$ cat src/rtl/alu_arbiter.sv
// alu_arbiter
// Two-requester round-robin front end for a shared, purely combinational
// 4-bit ALU. One operation is in flight at a time:
//   IDLE : grant one requester, latch its operands/opcode
//   EXEC : the ALU result is valid, capture it into the granted response
//   RESP : hold the response until the granted requester acknowledges
// Optional feature: define ALU_ARB_OVF_CNT_EN to add the saturating
// Ovf_Count output that counts captured (masked) overflows.

module alu_arbiter (
  input  logic       clk,
  input  logic       rst_n,

  input  logic       Req0_Valid,
  input  logic [3:0] Req0_In1,
  input  logic [3:0] Req0_In2,
  input  logic [1:0] Req0_Op,
  output logic       Req0_Ready,

  input  logic       Req1_Valid,
  input  logic [3:0] Req1_In1,
  input  logic [3:0] Req1_In2,
  input  logic [1:0] Req1_Op,
  output logic       Req1_Ready,

  output logic       Rsp0_Valid,
  output logic [3:0] Rsp0_Data,
  output logic       Rsp0_Error,
  input  logic       Rsp0_Ack,

  output logic       Rsp1_Valid,
  output logic [3:0] Rsp1_Data,
  output logic       Rsp1_Error,
  input  logic       Rsp1_Ack,

  output logic [3:0] ALU_In1,
  output logic [3:0] ALU_In2,
  output logic [1:0] Opcode,
  input  logic [3:0] ALU_Out,
  input  logic       Error
`ifdef ALU_ARB_OVF_CNT_EN
  ,
  output logic [3:0] Ovf_Count
`endif
);

  typedef enum logic [1:0] {
    IDLE = 2'd0,
    EXEC = 2'd1,
    RESP = 2'd2
  } state_t;

  state_t     state_q, state_d;

  // ptr_q names the requester that wins when both are valid
  logic       ptr_q, ptr_d;
  // gnt_q remembers which requester owns the in-flight operation
  logic       gnt_q, gnt_d;

  logic [3:0] in1_q, in1_d;
  logic [3:0] in2_q, in2_d;
  logic [1:0] op_q, op_d;

  logic       rsp0_valid_q, rsp0_valid_d;
  logic [3:0] rsp0_data_q, rsp0_data_d;
  logic       rsp0_err_q, rsp0_err_d;

  logic       rsp1_valid_q, rsp1_valid_d;
  logic [3:0] rsp1_data_q, rsp1_data_d;
  logic       rsp1_err_q, rsp1_err_d;

`ifdef ALU_ARB_OVF_CNT_EN
  logic [3:0] ovf_cnt_q, ovf_cnt_d;
`endif

  logic       any_req;
  logic       gnt_id;
  logic       masked_err;
  logic       resp_ack;

  // Round-robin choice: the pointer only matters when both requesters are valid
  always_comb begin
    any_req = Req0_Valid | Req1_Valid;
    gnt_id  = 1'b0;
    if (Req0_Valid && Req1_Valid) begin
      gnt_id = ptr_q;
    end else if (Req1_Valid) begin
      gnt_id = 1'b1;
    end
  end

  // Ready is combinational so the grant is visible in the same IDLE cycle; held low during reset
  always_comb begin
    Req0_Ready = 1'b0;
    Req1_Ready = 1'b0;
    if (rst_n && (state_q == IDLE)) begin
      Req0_Ready = Req0_Valid & ~gnt_id;
      Req1_Ready = Req1_Valid &  gnt_id;
    end
  end

  // Overflow is meaningless for the logic ops, so it is masked by the opcode's upper bit
  always_comb begin
    masked_err = Error & ~op_q[1];
    resp_ack   = gnt_q ? Rsp1_Ack : Rsp0_Ack;
  end

  // Next-state and next-register values for the whole FSM datapath
  always_comb begin
    state_d      = state_q;
    ptr_d        = ptr_q;
    gnt_d        = gnt_q;
    in1_d        = in1_q;
    in2_d        = in2_q;
    op_d         = op_q;
    rsp0_valid_d = rsp0_valid_q;
    rsp0_data_d  = rsp0_data_q;
    rsp0_err_d   = rsp0_err_q;
    rsp1_valid_d = rsp1_valid_q;
    rsp1_data_d  = rsp1_data_q;
    rsp1_err_d   = rsp1_err_q;
`ifdef ALU_ARB_OVF_CNT_EN
    ovf_cnt_d    = ovf_cnt_q;
`endif

    case (state_q)
      IDLE: begin
        if (any_req) begin
          gnt_d   = gnt_id;
          in1_d   = gnt_id ? Req1_In1 : Req0_In1;
          in2_d   = gnt_id ? Req1_In2 : Req0_In2;
          op_d    = gnt_id ? Req1_Op  : Req0_Op;
          state_d = EXEC;
        end
      end

      EXEC: begin
        if (gnt_q) begin
          rsp1_valid_d = 1'b1;
          rsp1_data_d  = ALU_Out;
          rsp1_err_d   = masked_err;
        end else begin
          rsp0_valid_d = 1'b1;
          rsp0_data_d  = ALU_Out;
          rsp0_err_d   = masked_err;
        end
`ifdef ALU_ARB_OVF_CNT_EN
        if (masked_err && (ovf_cnt_q != 4'hF)) begin
          ovf_cnt_d = ovf_cnt_q + 4'd1;
        end
`endif
        state_d = RESP;
      end

      RESP: begin
        if (resp_ack) begin
          if (gnt_q) begin
            rsp1_valid_d = 1'b0;
          end else begin
            rsp0_valid_d = 1'b0;
          end
          ptr_d   = ~gnt_q;
          state_d = IDLE;
        end
      end

      default: begin
        state_d = IDLE;
      end
    endcase
  end

  // Single state register; reset discards any in-flight operation immediately
  always_ff @(posedge clk or negedge rst_n) begin
    if (!rst_n) begin
      state_q      <= IDLE;
      ptr_q        <= 1'b0;
      gnt_q        <= 1'b0;
      in1_q        <= 4'd0;
      in2_q        <= 4'd0;
      op_q         <= 2'd0;
      rsp0_valid_q <= 1'b0;
      rsp0_data_q  <= 4'd0;
      rsp0_err_q   <= 1'b0;
      rsp1_valid_q <= 1'b0;
      rsp1_data_q  <= 4'd0;
      rsp1_err_q   <= 1'b0;
`ifdef ALU_ARB_OVF_CNT_EN
      ovf_cnt_q    <= 4'd0;
`endif
    end else begin
      state_q      <= state_d;
      ptr_q        <= ptr_d;
      gnt_q        <= gnt_d;
      in1_q        <= in1_d;
      in2_q        <= in2_d;
      op_q         <= op_d;
      rsp0_valid_q <= rsp0_valid_d;
      rsp0_data_q  <= rsp0_data_d;
      rsp0_err_q   <= rsp0_err_d;
      rsp1_valid_q <= rsp1_valid_d;
      rsp1_data_q  <= rsp1_data_d;
      rsp1_err_q   <= rsp1_err_d;
`ifdef ALU_ARB_OVF_CNT_EN
      ovf_cnt_q    <= ovf_cnt_d;
`endif
    end
  end

  assign ALU_In1    = in1_q;
  assign ALU_In2    = in2_q;
  assign Opcode     = op_q;

  assign Rsp0_Valid = rsp0_valid_q;
  assign Rsp0_Data  = rsp0_data_q;
  assign Rsp0_Error = rsp0_err_q;
  assign Rsp1_Valid = rsp1_valid_q;
  assign Rsp1_Data  = rsp1_data_q;
  assign Rsp1_Error = rsp1_err_q;

`ifdef ALU_ARB_OVF_CNT_EN
  assign Ovf_Count  = ovf_cnt_q;
`endif

endmodule

$ cat config.mk
export PLATFORM = sky130hd
export DESIGN_NAME = alu_arbiter
export DESIGN_NICKNAME = d
export VERILOG_FILES = /design/src/rtl/alu_arbiter.sv
export SDC_FILE = /design/constraint.sdc
export NUM_CORES = 1
export LEC_CHECK = 0
export BUFFER_PORTS_ARGS = -buffer_cell sky130_fd_sc_hd__buf_2
export CAP_MARGIN = 25
export CORE_ASPECT_RATIO = 1.2
export CORE_MARGIN = 1.5
export CORE_UTILIZATION = 35
export DETAILED_ROUTE_END_ITERATION = 6
export REMOVE_ABC_BUFFERS = 1
export SYNTH_ARGS = -nofsm -noshare
export SYNTH_HDL_FRONTEND = slang
export SYNTH_SLANG_ARGS = --single-unit
$ cat constraint.sdc
create_clock -name clk -period 1.55 [get_ports clk]
set_clock_uncertainty 0.2 [all_clocks]
set_input_delay 0.155 -clock clk [delete_from_list [all_inputs] [get_ports clk]]
set_output_delay 0.155 -clock clk [all_outputs]
set_load 0.02 [all_outputs]
# After elaboration in Yosys (flattened, before gate mapping)

Cells that the tools add are included.
W data, S select, Z words.

Register bits: 26
Bits in latches: 0
Bits in writable memories: 0
ROM bits: 0
Input port bits: 31
Output and inout bits: 24
Word-level logic and storage cells: 57
Memories kept: 0

Add/sub/neg operators: 0
Multiply operators: 0
Divide/modulo/power cells: 0
Order comparisons: 0
Eq/ne operators: 8
Shift operators: 0
Mux-type cells: 19
Bitwise logic cells: 7
Reductions and logical operators: 11

Operators by type and width:

| operator             | count |
|---|---|
| $ne A2 B2 Y1 const B | 6 |
| $mux W1              | 11 |
| $reduce_and A2 Y1    | 5 |
| $mux W4              | 2 |
| $reduce_and A4 Y1    | 2 |
| $mux W2              | 3 |
| $pmux W2 S3          | 1 |
| $pmux W1 S2          | 2 |
| $and A1 B1 Y1        | 3 |
| $not A1 Y1           | 3 |
| $eq A2 B1 Y1 const B | 1 |
| $eq A2 B2 Y1 const B | 1 |
| $logic_and A1 B1 Y1  | 2 |
| $logic_not A2 Y1     | 1 |
| $reduce_bool A2 Y1   | 1 |
| $or A1 B1 Y1         | 1 |

# Logic depth before layout (Yosys ltp)

Depth after elaboration: 5
Mapped depth: 5
Depth with buffers taken out: 3

# Worst setup path after synthesis

OpenSTA, ideal clock, no wires.

Path kind: reg2out
From: reg state_q[1]
To: out Req1_Ready
Arrival time: 1.343 ns
Data required time: 1.195 ns
Setup slack: -0.148 ns
Stages on the path, launching flop included: 6
Buffers on the path: 2
Cells stage by stage: dfrtp_1 clkbuf_2 nor2_2 buf_2 nand2_1 nor3_1

Longest elaborated chain between the ends: 3

Ends and longest elaborated chain:

| element                | RTL line | RTL |
|---|---|---|
| from (decl)            | 53       | `state_t state_q, state_d;` |
| from (signal assigned) | 192      | `state_q <= state_d;` |
| $logic_not A2 Y1       | 96       | `if (rst_n && (state_q == IDLE)) begin` |
| $logic_and A1 B1 Y1    | 96       |  |
| $mux W1                | 96       |  |
| to (decl)              | 24       | `output logic Req1_Ready,` |

Every way passes these cells.

# Final worst setup path

From: reg state_q[0]
To: out Req0_Ready

Longest elaborated chain between the ends: 3

Ends and longest elaborated chain:

| element             | RTL line | RTL |
|---|---|---|
| $logic_not A2 Y1    | 96       |  |
| $logic_and A1 B1 Y1 | 96       |  |
| $mux W1             | 96       |  |
| to (decl)           | 18       | `output logic Req0_Ready,` |

Every way passes these cells.

==> impl_metrics.yaml <==
run_status:
  outcome: "complete, but fails checks"
  violations: "negative setup slack"
floorplanning:
  dieArea_um2: 3810
  io-pin-count: 55
  die_x_um: 56.6
  die_y_um: 67.3
  initial_utilization_pct: 36.4
  core_area_um2: 3310
  rows: 23
timing:
  final_hold_viol_count: 0
  finalWorstSetupSlack_ns: -0.0264
  setup-violations-final: 2
  rsz0062_at_grt: "true"
  relSlewSlack_pct: 76.8
  fin_crit_sh_pct: 102
  period_minus_slack_ns: 1.58
  max_freq_ghz: 0.634
  slew_violations: 0
  worst_pin_slew_ns: 0.348
worst_setup_path:
  critical_path_class: "flop to output port"
  r2r-start: "state_q[1]"
  r2r_slack_ns: 0.03
  cp_slowest_cell: "dfrtp_2"
  r2r_cells: 4
  arrival_ns: 1.22
  r2r-end: "Rsp0_Data[3]"
  worstPathRequired_ns: 1.19
  crit_path_start_kind: "flop"
  crit_family: "flip-flops"
  crit_end: "Req0_Ready"
  crit_cells: 4
  crit_path_end_kind: "output port"
  crit_buf_inv: 1
  max_stage_delay_ns: 0.43
  crit_start: "state_q[0]"
  cp_cell_sequence: "nor2_4 > nand3_2 > a21oi_2 > buf_6"
  cp_max_fo: 4
synth:
  netlist.area_leader.share_pct: 53.9
  async_flop_share_pct: 100
  yosysTopAreaCell: "dfrtp_1"
  yosys_warnings: 0
  yosysUniqueCellTypes: 23
  synth_area_leaders: "dfrtp_1 (54%), a21oi_1 (6.6%), nand3_1 (5.8%), a31oi_1 (5.7%), mux2_1 (4.7%)"
  ys_seq_elements: 26
  seq_area_frac_synth_pct: 53.9
  syn_avg_cell_area_um2: 10.1
  synth-edff-count: 0
  synth_ff_type: "dfrtp_1"
  syn_inst: 119
  synth_area_um2: 1210
clock_network:
  htreeDepth: 1
  cts_made_buffers: 3
  clockBufferDepth: 2
  cts_root_buf: "clkbuf_8"
  clk_pin_slew_ns: 0.09
  cts_sinks: 26
  cts_tree: "built"
  clock_latency_ns: 0.27
final_layout:
  final-instance-count-excl-fill: 252
  multiInputGateArea_um2: 564
  final_common_cell: "buf_2"
  nets: 247
  seq_area_um2: 652
  area_growth_syn_to_layout_pct: 69.2
  final_cell_mix: "buf_2 (52), dlygate4sd3_1 (26), dfrtp_1 (25)"
  diodes: 0
  layout-drive-gt1-share_pct: 43.7
  nFillCells: 275
worst_hold_path:
  hold_path.class: "input pin to flop"
flow_run:
  maxCapViolCount: 0
global_routing:
  grt.total_usage_pct: 21.4
  grt_pass1_wl_um: 6360
  grt_max_degree: 24
  antenna_found_initial: 0
  grt_pass1_vias: 1462
  gr-total-overflow: 0
placement:
  gp_congestion: 0.789
  dp_slack_ns: 0.0937
  dpl.hpwl_um: 2400
  dp_cells: 213
  portBuffers: 54
routing:
  drc: 0
  postRouteWirelength_um: 3710
  wl_per_cell_um: 14.7
  drtAntennaViolNets: 0
  drt-vias-per-instance: 5.22
  drt_iter0_markers: 21
  drt-pass1-iter-count: 4
  vias: 1316
pwr:
  ir_drop_uv: 1260
  leakage_nw: 0.962
  powerDensity_nw_per_um2: 1840
-- worst min-delay path: stages --
cell and delay (ns):
buf_2 0.10, mux2i_1 0.08, nand3_1 0.09, nand2_1 0.05
-- where the power goes --
| part | switching (W) | leakage (nW) | internal (W) |
|---|---|---|---|
| registers | 0.000225 | 0.307 | 0.00101 |
| clock network | 0.000210 | 0.0288 | 0.000227 |
| logic | 0.00108 | 0.626 | 0.00100 |
| total | 0.00152 | 0.962 | 0.00224 |
-- worst min-delay path by stage --
stage | startpoint | to | slack [ns] | cells after the start
final | Rsp1_Ack | state_q[1] | 0.04 | 4
after global routing | Req1_Valid | ALU_In2[0] | 0.06 | 3
after CTS | Req1_Valid | Opcode[1] | 0.02 | 3
after detailed placement | rst_n | ALU_In1[1] | -0.22 | 1
after global placement | rst_n | ALU_In1[1] | -0.22 | 1
after floorplan | rst_n | ALU_In1[0] | -0.34 | 0
-- per-layer routing --
| metal | vias up | part of all wire (%) | global-route usage [%] |
|---|---|---|---|
| li1 | 617 | - | - |
| met1 | 618 | 36 | 23.4 |
| met2 | 70 | 55 | 41.6 |
| met3 | 11 | 6.6 | 2.87 |
| met4 | 0 | 2.0 | 8.63 |
| met5 | - | 0 | 0 |
-- flip-flops by register name, indices dropped and copies added, names as in the netlist, 2 cells and up --
signal     flops
ALU_In1        4
state_q        2
Rsp1_Data      4
Opcode         2
Rsp0_Data      4
ALU_In2        4
-- area by class of cell --
cell class / instances / area share (%)
clock buffers: 4 / 2.70
inverters: 4 / 0.736
multi-input cells: 80 / 27.7
flip-flops and latches: 26 / 31.9
well taps: 37 / 2.27
repair buffers: 101 / 34.7
-- cells by family after synthesis --
logic type,Yosys count,share of synthesized area [%]
mux,11,10.2
compound gates,38,16.9
simple gates,31,14.4
buf+inv,13,4.56
flops,26,53.9
-- timing repair --
action / CTS / global route
buffers inserted: 7 / 2
hold buffers: 26 / 0
setup endpoints to repair: 2 / 12
pin swaps: 3 / 2
hold endpoints to repair: 45 / 0
resized for setup: 6 / 15
-- cells in the mapped netlist, types with 3 or more instances --
cell type and instances:
o21ai_0 11, a21oi_1 16, nand3_1 14, mux2_2 5
buf_2 4, clkbuf_1 4, dfrtp_1 26, nor2_1 3
inv_1 4, a31oi_1 11, mux2_1 5
-- per-stage QoR --
stage | hold slack [ns] | TNS (ns) | area (µm²) | util [%] | total power (W)
floorplan | -0.341 | -0.229 | 1170 | - | 0.00221
global placement | -0.224 | 0 | 1570 | 47.5 | 0.00286
detailed placement | -0.217 | 0 | 1570 | 47.5 | 0.00291
CTS | 0.0226 | -0.127 | 1960 | 59.4 | 0.00360
global route | 0.0551 | -0.326 | 2040 | 61.7 | 0.00403
finish | 0.0418 | -0.0469 | 2040 | 61.7 | 0.00376
(Power assumes the default switching activity.)
